### src/rtl/move_request_latch_pkg.sv
`default_nettype none
// ============================================================================
// Package : move_req_pkg
// Brief   : Direction codes, FSM state encoding and code->one-hot helper
//           shared by the movement request latch.
// Rev     : 1.0  initial release
// ============================================================================
package move_req_pkg;

  // 3-bit direction codes; code k drives req_pb[k]
  localparam logic [2:0] DIR_NONE  = 3'd0;
  localparam logic [2:0] DIR_UP    = 3'd1;
  localparam logic [2:0] DIR_LEFT  = 3'd2;
  localparam logic [2:0] DIR_RIGHT = 3'd3;
  localparam logic [2:0] DIR_DOWN  = 3'd4;

  typedef enum logic [1:0] {
    S_IDLE  = 2'd0,
    S_ISSUE = 2'd1,
    S_GAP   = 2'd2
  } fsm_state_t;

  // Returns bits [4:1] of the request vector; bit 0 of the result is req_pb[1]
  function automatic logic [3:0] dir_onehot(input logic [2:0] code);
    case (code)
      DIR_UP:    dir_onehot = 4'b0001;
      DIR_LEFT:  dir_onehot = 4'b0010;
      DIR_RIGHT: dir_onehot = 4'b0100;
      DIR_DOWN:  dir_onehot = 4'b1000;
      default:   dir_onehot = 4'b0000;
    endcase
  endfunction

endpackage
`default_nettype wire

### src/rtl/pb_debounce.sv
`default_nettype none
// ============================================================================
// Module  : pb_debounce
// Brief   : Two-flop synchroniser plus counter debouncer for one button bit.
//           The level only changes after DEBOUNCE_TICKS consecutive samples
//           disagree with it.
// Rev     : 1.0  initial release
// ============================================================================
module pb_debounce #(
  parameter int DEBOUNCE_TICKS = 2
) (
  input  logic mvmt_clk,
  input  logic reset,
  input  logic raw_i,
  output logic level_o
);

  localparam logic [3:0] TICKS = 4'(DEBOUNCE_TICKS);

  logic       sync1_q;
  logic       sync2_q;
  logic       level_q;
  logic       level_d;
  logic [3:0] cnt_q;
  logic [3:0] cnt_d;

  // Count disagreeing samples; commit the new level when the count hits TICKS
  always_comb begin
    level_d = level_q;
    cnt_d   = 4'd0;
    if (sync2_q != level_q) begin
      if ((cnt_q + 4'd1) == TICKS) begin
        level_d = sync2_q;
        cnt_d   = 4'd0;
      end else begin
        cnt_d = cnt_q + 4'd1;
      end
    end
  end

  // Synchroniser, counter and debounced level registers
  always_ff @(posedge mvmt_clk or posedge reset) begin
    if (reset) begin
      sync1_q <= 1'b0;
      sync2_q <= 1'b0;
      level_q <= 1'b0;
      cnt_q   <= 4'd0;
    end else begin
      sync1_q <= raw_i;
      sync2_q <= sync1_q;
      level_q <= level_d;
      cnt_q   <= cnt_d;
    end
  end

  assign level_o = level_q;

endmodule
`default_nettype wire

### src/rtl/move_request_latch.sv
`default_nettype none
// ============================================================================
// Module  : move_request_latch
// Brief   : Debounces push-buttons, converts presses into direction taps,
//           queues them and presents one stable one-hot request per movement
//           transaction, with hold-to-walk repeat.
// Rev     : 1.0  initial release
// ============================================================================
module move_request_latch
  import move_req_pkg::*;
#(
  parameter int DEBOUNCE_TICKS = 2,
  parameter int QUEUE_DEPTH    = 2
) (
  input  logic       mvmt_clk,
  input  logic       reset,
  input  logic       en,
  input  logic [4:0] pb_raw,
  input  logic       move_done,
  output logic [4:0] req_pb,
  output logic       req_valid,
  output logic       queue_overflow
);

  localparam int PTR_W = $clog2(QUEUE_DEPTH);
  localparam int CNT_W = PTR_W + 1;
  localparam logic [CNT_W-1:0] FULL_CNT = CNT_W'(QUEUE_DEPTH);

  logic [4:0]       w_deb;
  logic [4:1]       deb_prev_q;
  logic [4:1]       w_tap;
  logic [4:1]       w_tap_f;
  logic [2:0]       w_tap_code;
  logic             w_tap_vld;

  fsm_state_t       state_q;
  fsm_state_t       state_d;
  logic [2:0]       cur_dir_q;
  logic [2:0]       cur_dir_d;
  logic [3:0]       w_dir_oh;

  logic [2:0]       mem_q [QUEUE_DEPTH];
  logic [PTR_W-1:0] wr_ptr_q;
  logic [PTR_W-1:0] rd_ptr_q;
  logic [CNT_W-1:0] cnt_q;
  logic             w_empty;
  logic             w_full;
  logic             w_pop;
  logic             w_bypass;
  logic             w_push;
  logic             w_wr;

  generate
    for (genvar i = 0; i < 5; i++) begin : g_pb
      pb_debounce #(
        .DEBOUNCE_TICKS(DEBOUNCE_TICKS)
      ) u_debounce (
        .mvmt_clk(mvmt_clk),
        .reset   (reset),
        .raw_i   (pb_raw[i]),
        .level_o (w_deb[i])
      );
    end
  endgenerate

  // Previous debounced direction levels for rising-edge tap detection;
  // runs regardless of en so a held button never looks like a new tap
  always_ff @(posedge mvmt_clk or posedge reset) begin
    if (reset) deb_prev_q <= 4'b0000;
    else       deb_prev_q <= w_deb[4:1];
  end

  assign w_tap = w_deb[4:1] & ~deb_prev_q;

  // Cancel opposing pairs, then pick one winner: up > left > right > down
  always_comb begin
    w_tap_f = w_tap;
    if (w_tap[1] && w_tap[4]) begin
      w_tap_f[1] = 1'b0;
      w_tap_f[4] = 1'b0;
    end
    if (w_tap[2] && w_tap[3]) begin
      w_tap_f[2] = 1'b0;
      w_tap_f[3] = 1'b0;
    end
    if (w_tap_f[1])      w_tap_code = DIR_UP;
    else if (w_tap_f[2]) w_tap_code = DIR_LEFT;
    else if (w_tap_f[3]) w_tap_code = DIR_RIGHT;
    else if (w_tap_f[4]) w_tap_code = DIR_DOWN;
    else                 w_tap_code = DIR_NONE;
  end

  assign w_tap_vld = en && (w_tap_code != DIR_NONE);
  assign w_empty   = (cnt_q == '0);
  assign w_full    = (cnt_q == FULL_CNT);
  assign w_dir_oh  = dir_onehot(cur_dir_q);

  // Next-state logic: bypass/pop in IDLE, hold in ISSUE, one-cycle GAP
  always_comb begin
    state_d   = state_q;
    cur_dir_d = cur_dir_q;
    w_pop     = 1'b0;
    w_bypass  = 1'b0;
    if (!en) begin
      state_d = S_IDLE;
    end else begin
      case (state_q)
        S_IDLE: begin
          if (w_tap_vld && w_empty) begin
            w_bypass  = 1'b1;
            cur_dir_d = w_tap_code;
            state_d   = S_ISSUE;
          end else if (!w_empty) begin
            w_pop     = 1'b1;
            cur_dir_d = mem_q[rd_ptr_q];
            state_d   = S_ISSUE;
          end
        end
        S_ISSUE: begin
          if (move_done) state_d = S_GAP;
        end
        S_GAP: begin
          if (!w_empty) begin
            w_pop     = 1'b1;
            cur_dir_d = mem_q[rd_ptr_q];
            state_d   = S_ISSUE;
          end else if (|(w_dir_oh & w_deb[4:1])) begin
            state_d = S_ISSUE;
          end else begin
            state_d = S_IDLE;
          end
        end
        default: state_d = S_IDLE;
      endcase
    end
  end

  // A tap not consumed by the bypass goes to the FIFO; a full FIFO only
  // accepts it when a pop frees a slot on the same edge
  assign w_push         = w_tap_vld && !w_bypass;
  assign w_wr           = w_push && (!w_full || w_pop);
  assign queue_overflow = w_push && w_full && !w_pop;

  // FSM state and current direction registers
  always_ff @(posedge mvmt_clk or posedge reset) begin
    if (reset) begin
      state_q   <= S_IDLE;
      cur_dir_q <= DIR_NONE;
    end else begin
      state_q   <= state_d;
      cur_dir_q <= cur_dir_d;
    end
  end

  // FIFO pointers and occupancy; en low flushes
  always_ff @(posedge mvmt_clk or posedge reset) begin
    if (reset) begin
      wr_ptr_q <= '0;
      rd_ptr_q <= '0;
      cnt_q    <= '0;
    end else if (!en) begin
      wr_ptr_q <= '0;
      rd_ptr_q <= '0;
      cnt_q    <= '0;
    end else begin
      if (w_wr)  wr_ptr_q <= wr_ptr_q + PTR_W'(1);
      if (w_pop) rd_ptr_q <= rd_ptr_q + PTR_W'(1);
      case ({w_wr, w_pop})
        2'b10:   cnt_q <= cnt_q + CNT_W'(1);
        2'b01:   cnt_q <= cnt_q - CNT_W'(1);
        default: cnt_q <= cnt_q;
      endcase
    end
  end

  // FIFO storage; contents are don't-care while the count is zero
  always_ff @(posedge mvmt_clk) begin
    if (en && w_wr) mem_q[wr_ptr_q] <= w_tap_code;
  end

  assign req_valid = (state_q == S_ISSUE);
  assign req_pb    = {(req_valid ? w_dir_oh : 4'b0000), w_deb[0]};

endmodule
`default_nettype wire

### config.mk
export PLATFORM = sky130hd
export DESIGN_NAME = move_request_latch
export DESIGN_NICKNAME = d
export VERILOG_FILES = /design/src/rtl/move_request_latch_pkg.sv /design/src/rtl/pb_debounce.sv /design/src/rtl/move_request_latch.sv
export SDC_FILE = /design/constraint.sdc
export NUM_CORES = 1
export LEC_CHECK = 0
export ABC_AREA = 1
export CELL_PAD_IN_SITES_DETAIL_PLACEMENT = 1
export CELL_PAD_IN_SITES_GLOBAL_PLACEMENT = 2
export CORE_UTILIZATION = 40
export DETAILED_ROUTE_END_ITERATION = 16
export DONT_BUFFER_PORTS = 1
export HOLD_SLACK_MARGIN = 0.06
export PLACE_DENSITY = 0.89
export SETUP_SLACK_MARGIN = 0.3
export SKIP_CTS_REPAIR_TIMING = 1
export SLEW_MARGIN = 0
export SYNTH_ARGS = -nofsm -noshare
export SYNTH_HDL_FRONTEND = slang
export SYNTH_SLANG_ARGS = --single-unit
### constraint.sdc
create_clock -name mvmt_clk -period 5 [get_ports mvmt_clk]
set_input_delay 0.5 -clock mvmt_clk [delete_from_list [all_inputs] [get_ports mvmt_clk]]
set_output_delay 0.5 -clock mvmt_clk [all_outputs]
set_load 0.005 [all_outputs]
Yosys cells after proc, flatten, opt, wreduce, memory -nomap -nowiden

Memories as Yosys holds them, arrays and structs flattened.
Index checks and enable logic that the tools add are counted.

Register bits after elaboration: 48
Bits in writable memories: 6
Input port bits: 9
Output and inout bits: 7
Word-level logic and storage cells: 132
Memories kept: 1

Add/subtract/negate cells: 9
Equality and inequality tests: 24
Mux-type cells: 44
Bitwise gates (word level): 3
Reductions and logical operators: 25

Memory list:

| name  | depth | bits a word | rd ports | clocked after memory_dff | write ports | line                     | RTL |
|---|---|---|---|---|---|---|---|
| mem_q | 2     | 3           | 1        | 0                        | 1           | move_request_latch.sv:42 | `logic [2:0] mem_q [QUEUE_DEPTH];` |

Operator list:

| operator                                                        | count |
|---|---|
| 4-bit 2-to-1 mux                                                | 11 |
| 4-bit by 1-bit adder with 4-bit output, second input constant   | 5 |
| 4-bit by 2-bit == test with 1-bit output, second input constant | 5 |
| 3-bit 2-to-1 mux                                                | 6 |
| 1-bit 2-to-1 mux                                                | 16 |
| 4-bit case mux with 4 select lines                              | 1 |
| 2-bit AND reduction                                             | 7 |
| 2-bit 2-to-1 mux                                                | 6 |
| 1-bit logical AND                                               | 9 |
| 4-bit bitwise AND                                               | 2 |
| 2-bit == test, second input constant                            | 3 |
| 3-bit by 2-bit == test with 1-bit output, second input constant | 2 |
| 2-bit case mux with 3 select lines                              | 1 |
| 3-bit case mux with 2 select lines                              | 1 |
| 1-bit != test                                                   | 5 |
| 2-bit by 1-bit == test with 1-bit output, second input constant | 2 |
| 2-bit logical NOT                                               | 2 |
| 2-bit by 1-bit != test with 1-bit output, second input constant | 2 |
| 4-bit != test, second input constant                            | 1 |
| 4-bit NOT                                                       | 1 |
| 2-bit case mux with 2 select lines                              | 1 |
| 4-bit OR reduction                                              | 1 |
| 3-bit by 1-bit == test with 1-bit output, second input constant | 1 |
| 3-bit == test, second input constant                            | 1 |
| other kinds (10)                                                | 13 |

Logic depth before layout (Yosys ltp)

Word-level depth: 20
Depth in mapped cells: 14
Gate-level depth less buffers: 14

Cells and area by module

From an unflattened synthesis, not the netlist that was laid out.

Cells, all modules: 304
Area, all modules: 2735.1 µm²

Modules (own cells, without submodules):

| module             | times used | cells each | area each (µm²) |
|---|---|---|---|
| pb_debounce        | 5          | 34         | 325.3 |
| move_request_latch | 1          | 134        | 1108.6 |

Worst setup path before layout

OpenSTA, ideal clock, no wires.

Path kind: reg2reg
From: register g_pb[2].u_debounce.level_q
To: memory mem_q[1][0], enable pin
Library setup time: 0.319 ns
Arrival time: 1.567 ns
Slack: 3.114 ns
Cell stages (with the launch flop): 12
Path buffers: 0
Cell sequence: dfrtp_1 inv_1 nor2_1 inv_1 ha_1 nor2_1 nand3_1 nand2_1 nor2_2 nor2_2 nand3_2 nor2_1

Word-level cells in the longest chain between the ends: 18
Elaborated cells between the ends (all ways): 22

Ends and longest elaborated chain:

| element                                    | line                      | RTL |
|---|---|---|
| start, declared                            | pb_debounce.sv:22         | `logic level_q;` |
| start signal, assigned                     | pb_debounce.sv:51         | `level_q <= level_d;` |
| 4-bit bitwise AND (*)                      | move_request_latch.sv:73  | `assign w_tap = w_deb[4:1] & ~deb_prev_q;` |
| 1-bit logical AND                          | move_request_latch.sv:82  | `if (w_tap[2] && w_tap[3]) begin` |
| 2-bit 2-to-1 mux (*)                       | move_request_latch.sv:82  |  |
| 3-bit 2-to-1 mux                           | move_request_latch.sv:88  | `else if (w_tap_f[3]) w_tap_code = DIR_RIGHT;` |
| 3-bit 2-to-1 mux (*)                       | move_request_latch.sv:87  | `else if (w_tap_f[2]) w_tap_code = DIR_LEFT;` |
| 3-bit 2-to-1 mux (*)                       | move_request_latch.sv:86  | `if (w_tap_f[1]) w_tap_code = DIR_UP;` |
| 3-bit nonzero test (*)                     | move_request_latch.sv:93  | `assign w_tap_vld = en && (w_tap_code != DIR_NONE);` |
| 1-bit logical AND (*)                      | move_request_latch.sv:93  |  |
| (+2 left out)                              | n/a                       |  |
| 1-bit 2-to-1 mux                           | move_request_latch.sv:107 | `case (state_q)` |
| 1-bit 2-to-1 mux                           | move_request_latch.sv:104 | `if (!en) begin` |
| 1-bit logical NOT                          | move_request_latch.sv:140 | `assign w_push = w_tap_vld && !w_bypass;` |
| 1-bit logical AND                          | move_request_latch.sv:140 |  |
| 1-bit logical AND (*)                      | move_request_latch.sv:141 | `assign w_wr = w_push && (!w_full \|\| w_pop);` |
| 1-bit logical AND (*)                      | move_request_latch.sv:178 | `if (en && w_wr) mem_q[wr_ptr_q] <= w_tap_code;` |
| 1-bit 2-to-1 mux (*)                       | move_request_latch.sv:178 |  |
| 1-bit 2-to-1 mux (not written as such) (*) | move_request_latch.sv:178 |  |
| end, declared                              | move_request_latch.sv:42  |  |

Every way passes the cells marked *; elsewhere a longest branch is shown, timed or not.

Final worst setup path

From: register g_pb[2].u_debounce.level_q
To: output queue_overflow

Word-level cells in the longest chain between the ends: 16
Elaborated cells between the ends (all ways): 20

Ends and longest elaborated chain:

| element                | line                      | RTL |
|---|---|---|
| 4-bit bitwise AND (*)  | move_request_latch.sv:73  |  |
| 1-bit logical AND      | move_request_latch.sv:82  |  |
| 2-bit 2-to-1 mux (*)   | move_request_latch.sv:82  |  |
| 3-bit 2-to-1 mux       | move_request_latch.sv:88  |  |
| 3-bit 2-to-1 mux (*)   | move_request_latch.sv:87  |  |
| 3-bit 2-to-1 mux (*)   | move_request_latch.sv:86  |  |
| 3-bit nonzero test (*) | move_request_latch.sv:93  |  |
| 1-bit logical AND (*)  | move_request_latch.sv:93  |  |
| 1-bit logical AND      | move_request_latch.sv:109 | `if (w_tap_vld && w_empty) begin` |
| 1-bit 2-to-1 mux       | move_request_latch.sv:109 |  |
| 1-bit 2-to-1 mux       | move_request_latch.sv:107 |  |
| 1-bit 2-to-1 mux       | move_request_latch.sv:104 |  |
| 1-bit logical NOT      | move_request_latch.sv:140 |  |
| 1-bit logical AND      | move_request_latch.sv:140 |  |
| 1-bit logical AND      | move_request_latch.sv:142 | `assign queue_overflow = w_push && w_full && !w_pop;` |
| 1-bit logical AND (*)  | move_request_latch.sv:142 |  |
| end, declared          | move_request_latch.sv:22  | `output logic queue_overflow` |

Marked as above.

==> results.py <==
metrics = {
    "critical_path": {
        "rrSetupSlack_ns": 2.79,
        "crit_arrival_ns": 1.90,
        "rr_startpoint": "g_pb[2].u_debounce.level_o$_DFFE_PP0P_",
        "cp_max_fo": 4,
        "worstSetupEndpointType": "primary output",
        "slowest_delay_ns": 0.42,
        "start_kind": "register",
        "slowest_stage": "dfrtp_1",
        "path_class": "reg -> out",
        "cp_cell_sequence": "inv_1 -> nor2_1 -> inv_1 -> ha_1 -> nor2_1 -> nand3_1 -> nand2_1 -> nor2_2 -> nor3_1",
        "r2r_end": "mem_q[1][0]$_DFFE_PP_",
        "r2r_cells": 11,
        "cp.required_ns": 4.50,
    },
    "min_path": {
        "min_path_cells": 0,
        "hold_end": "g_pb[3].u_debounce.sync1_q$_DFF_PP0_",
        "hp-class": "in -> reg",
        "min_from": "pb_raw[3]",
    },
    "timing": {
        "min_period_over_period_pct": 47.99,
        "slew-limit-headroom_pct": 33.01,
        "fin_worst_skew_ns": 0.007162,
        "worst_slack_ns": 2.601,
        "finalSetupViolations": 0,
        "fin_crit_ns": 2.400,
        "hold_viol": 0,
        "rsz0062_at_grt": "no",
        "tns_ns": 0,
        "max_slew.worst_pin.slew_ns": 1.003,
        "fmax_ghz": 0.4168,
        "slew_violations": 0,
    },
    "clock_tree": {
        "cts_root_buf": "clkbuf_8",
        "clk_path_buf_depth": 2,
        "cts_buffers": 5,
        "cts_num_sinks": 54,
        "htreeDepth": 2,
        "cts.clk_slew.worst_paths_ns": 0.09,
        "tritoncts": "yes",
        "clock_latency_ns": 0.30,
    },
    "logic_synthesis": {
        "avgSynthCellArea_um2": 9.684,
        "ys_types": 26,
        "ys_ff_latch": 54,
        "netlist_instances": 254,
        "yosys.area.top_type": "dfrtp_1",
        "synth-warning-count": 0,
        "synth_top_area_share_pct": 48.83,
        "synth_fp_nets": 275,
        "ys_seq_area_share_pct": 56.15,
        "synthTopCellsByArea": "dfrtp_1, edfxtp_1, ha_1",
        "syn_area_um2": 2460,
    },
    "die": {
        "coreArea_um2": 5921,
        "dieArea_um2": 6467,
        "fp.dieW_um": 80.42,
        "rows": 28,
        "ios": 16,
        "fp.dieH_um": 80.42,
        "start_util_pct": 41.55,
    },
    "grt": {
        "grt_pass1_wl_mm": 7.948,
        "overflow": 0,
        "met3_usage_pct": 3.068,
        "grt_max_degree": 49,
        "grt-busiest-layer": "met2",
        "met1_usage_pct": 21.10,
        "antenna_found_initial": 0,
        "grt_pass1_vias": 1720,
        "use_met2_pct": 27.80,
        "grt_use_total_pct": 16.31,
    },
    "detailed_routing": {
        "routed_via_density": 4.860,
        "ant_nets": 0,
        "wl_per_cell_um": 13.76,
        "drt_iter0_markers": 66,
        "wirelength_mm": 4.611,
        "vias": 1628,
        "drt_pass1_iterations": 4,
        "drc": 0,
    },
    "finish": {
        "finalNetCount": 281,
        "final_common_cell": "dfrtp_1",
        "drive_above_1_share_pct": 7.692,
        "final_cell_mix": "dfrtp_1, nor2_1, nand2_1",
        "area_delta_synth_final_pct": 6.714,
        "n_antenna_cell": 0,
    },
    "power": {
        "leakagePower_nw": 1.274,
        "power_density_nw_per_um2": 578.6,
        "peakVddDrop_mv": 0.2217,
    },
    "placement": {
        "gp_congestion": 0.7383,
        "post-dp-hpwl_mm": 3.476,
        "port_buffers": 0,
        "pre_cts_slack_ns": 2.814,
    },
    "job": {
        "drv_cap": 0,
    },
    "run_status": {
        "status": "complete, no violations",
    },
}
-- worst max-delay path by stage --
stage,to,from,cells after the start,slack (ns)
4_1_cts,queue_overflow,g_pb[2].u_debounce.level_o$_DFFE_PP0P_,9,2.58
6_report,queue_overflow,g_pb[2].u_debounce.level_o$_DFFE_PP0P_,9,2.60
3_3_place_gp,mem_q[1][0]$_DFFE_PP_,g_pb[2].u_debounce.level_o$_DFFE_PP0P_,11,2.98
3_5_place_dp,mem_q[1][0]$_DFFE_PP_,g_pb[2].u_debounce.level_o$_DFFE_PP0P_,11,2.81
2_1_floorplan,mem_q[1][0]$_DFFE_PP_,g_pb[2].u_debounce.level_o$_DFFE_PP0P_,11,3.11
5_1_grt,queue_overflow,g_pb[2].u_debounce.level_o$_DFFE_PP0P_,9,2.38
-- registers in the layout, summed over array words and instances (netlist names) --
signal	count
mem_q	6
rd_ptr_q	1
g_pb.u_debounce.cnt_q	20
wr_ptr_q	1
g_pb.u_debounce.sync1_q	5
cur_dir_q	3
deb_prev_q	4
state_q	2
cnt_q	2
g_pb.u_debounce.sync2_q	5
g_pb.u_debounce.level_o	5
-- metrics by stage --
| stage | power (mW) | utilization, % | instances | hold slack (ns) | instance area, um^2 |
|---|---|---|---|---|---|
| finish | 1.519 | 44.34 | 335 | 0.2153 | 2625 |
| global route | 1.656 | 44.34 | 335 | 0.1983 | 2625 |
| CTS | 1.542 | 44.34 | 335 | 0.2046 | 2625 |
| detailed placement | 1.300 | 43.01 | 328 | 0.3356 | 2546 |
| global placement | 1.274 | 43.01 | 328 | 0.3318 | 2546 |
| floorplan | 1.143 | - | 254 | 0.3312 | 2460 |
-- power breakdown --
group | total [mW] | internal [mW] | switching, mW
combinational | 0.579 | 0.204 | 0.376
sequential | 0.707 | 0.583 | 0.124
clock | 0.232 | 0.0968 | 0.135
-- final cells by class --
cell class / instances / area [um^2]
sequential: 54 / 1381
tap: 75 / 93.84
clock buffer: 6 / 72.57
multi-input combinational: 162 / 932.1
clock inverter: 1 / 6.256
inverter: 37 / 138.9
fill: 678 / 3296
-- per-layer routing --
layer  share of wire [%]  vias up
met3                 2.0        5
li1                    -      821
met1                  48      790
met2                  49       12
met4                 1.0        0
met5                   0        -
-- logic make-up after synthesis --
| logic type | Yosys count | synth area share [%] |
|---|---|---|
| AO/OA/AOI/OAI | 14 | 3.001 |
| XOR/XNOR | 16 | 5.697 |
| adder cells (fa/ha/maj) | 12 | 6.104 |
| buffers and inverters | 38 | 5.952 |
| flip-flops | 54 | 56.15 |
| multiplexers | 1 | 0.4577 |
| AND/OR/NAND/NOR | 119 | 22.63 |
-- worst max-delay path: cells and delay by family (launching register included) --
| kind | cells | cell delay [ns] |
|---|---|---|
| AND/OR/NAND/NOR | 6 | 0.80 |
| flip-flops | 1 | 0.42 |
| adder cells (fa/ha/maj) | 1 | 0.23 |
| buffers and inverters | 2 | 0.14 |
-- synth_stat cells (all sizes together) --
library cell and count:
edfxtp 6, nor4 4, o22ai 1, nor3 1
xnor2 10, ha 12, mux2 1, nand4 7
o211ai 1, a21oi 5, xor2 6, inv 37
dfrtp 48, nor2 43, buf 1, nand3 25
nand2 37, o21ai 7, nand3b 1, nor3b 1
Power figures use the tool's default switching activity.
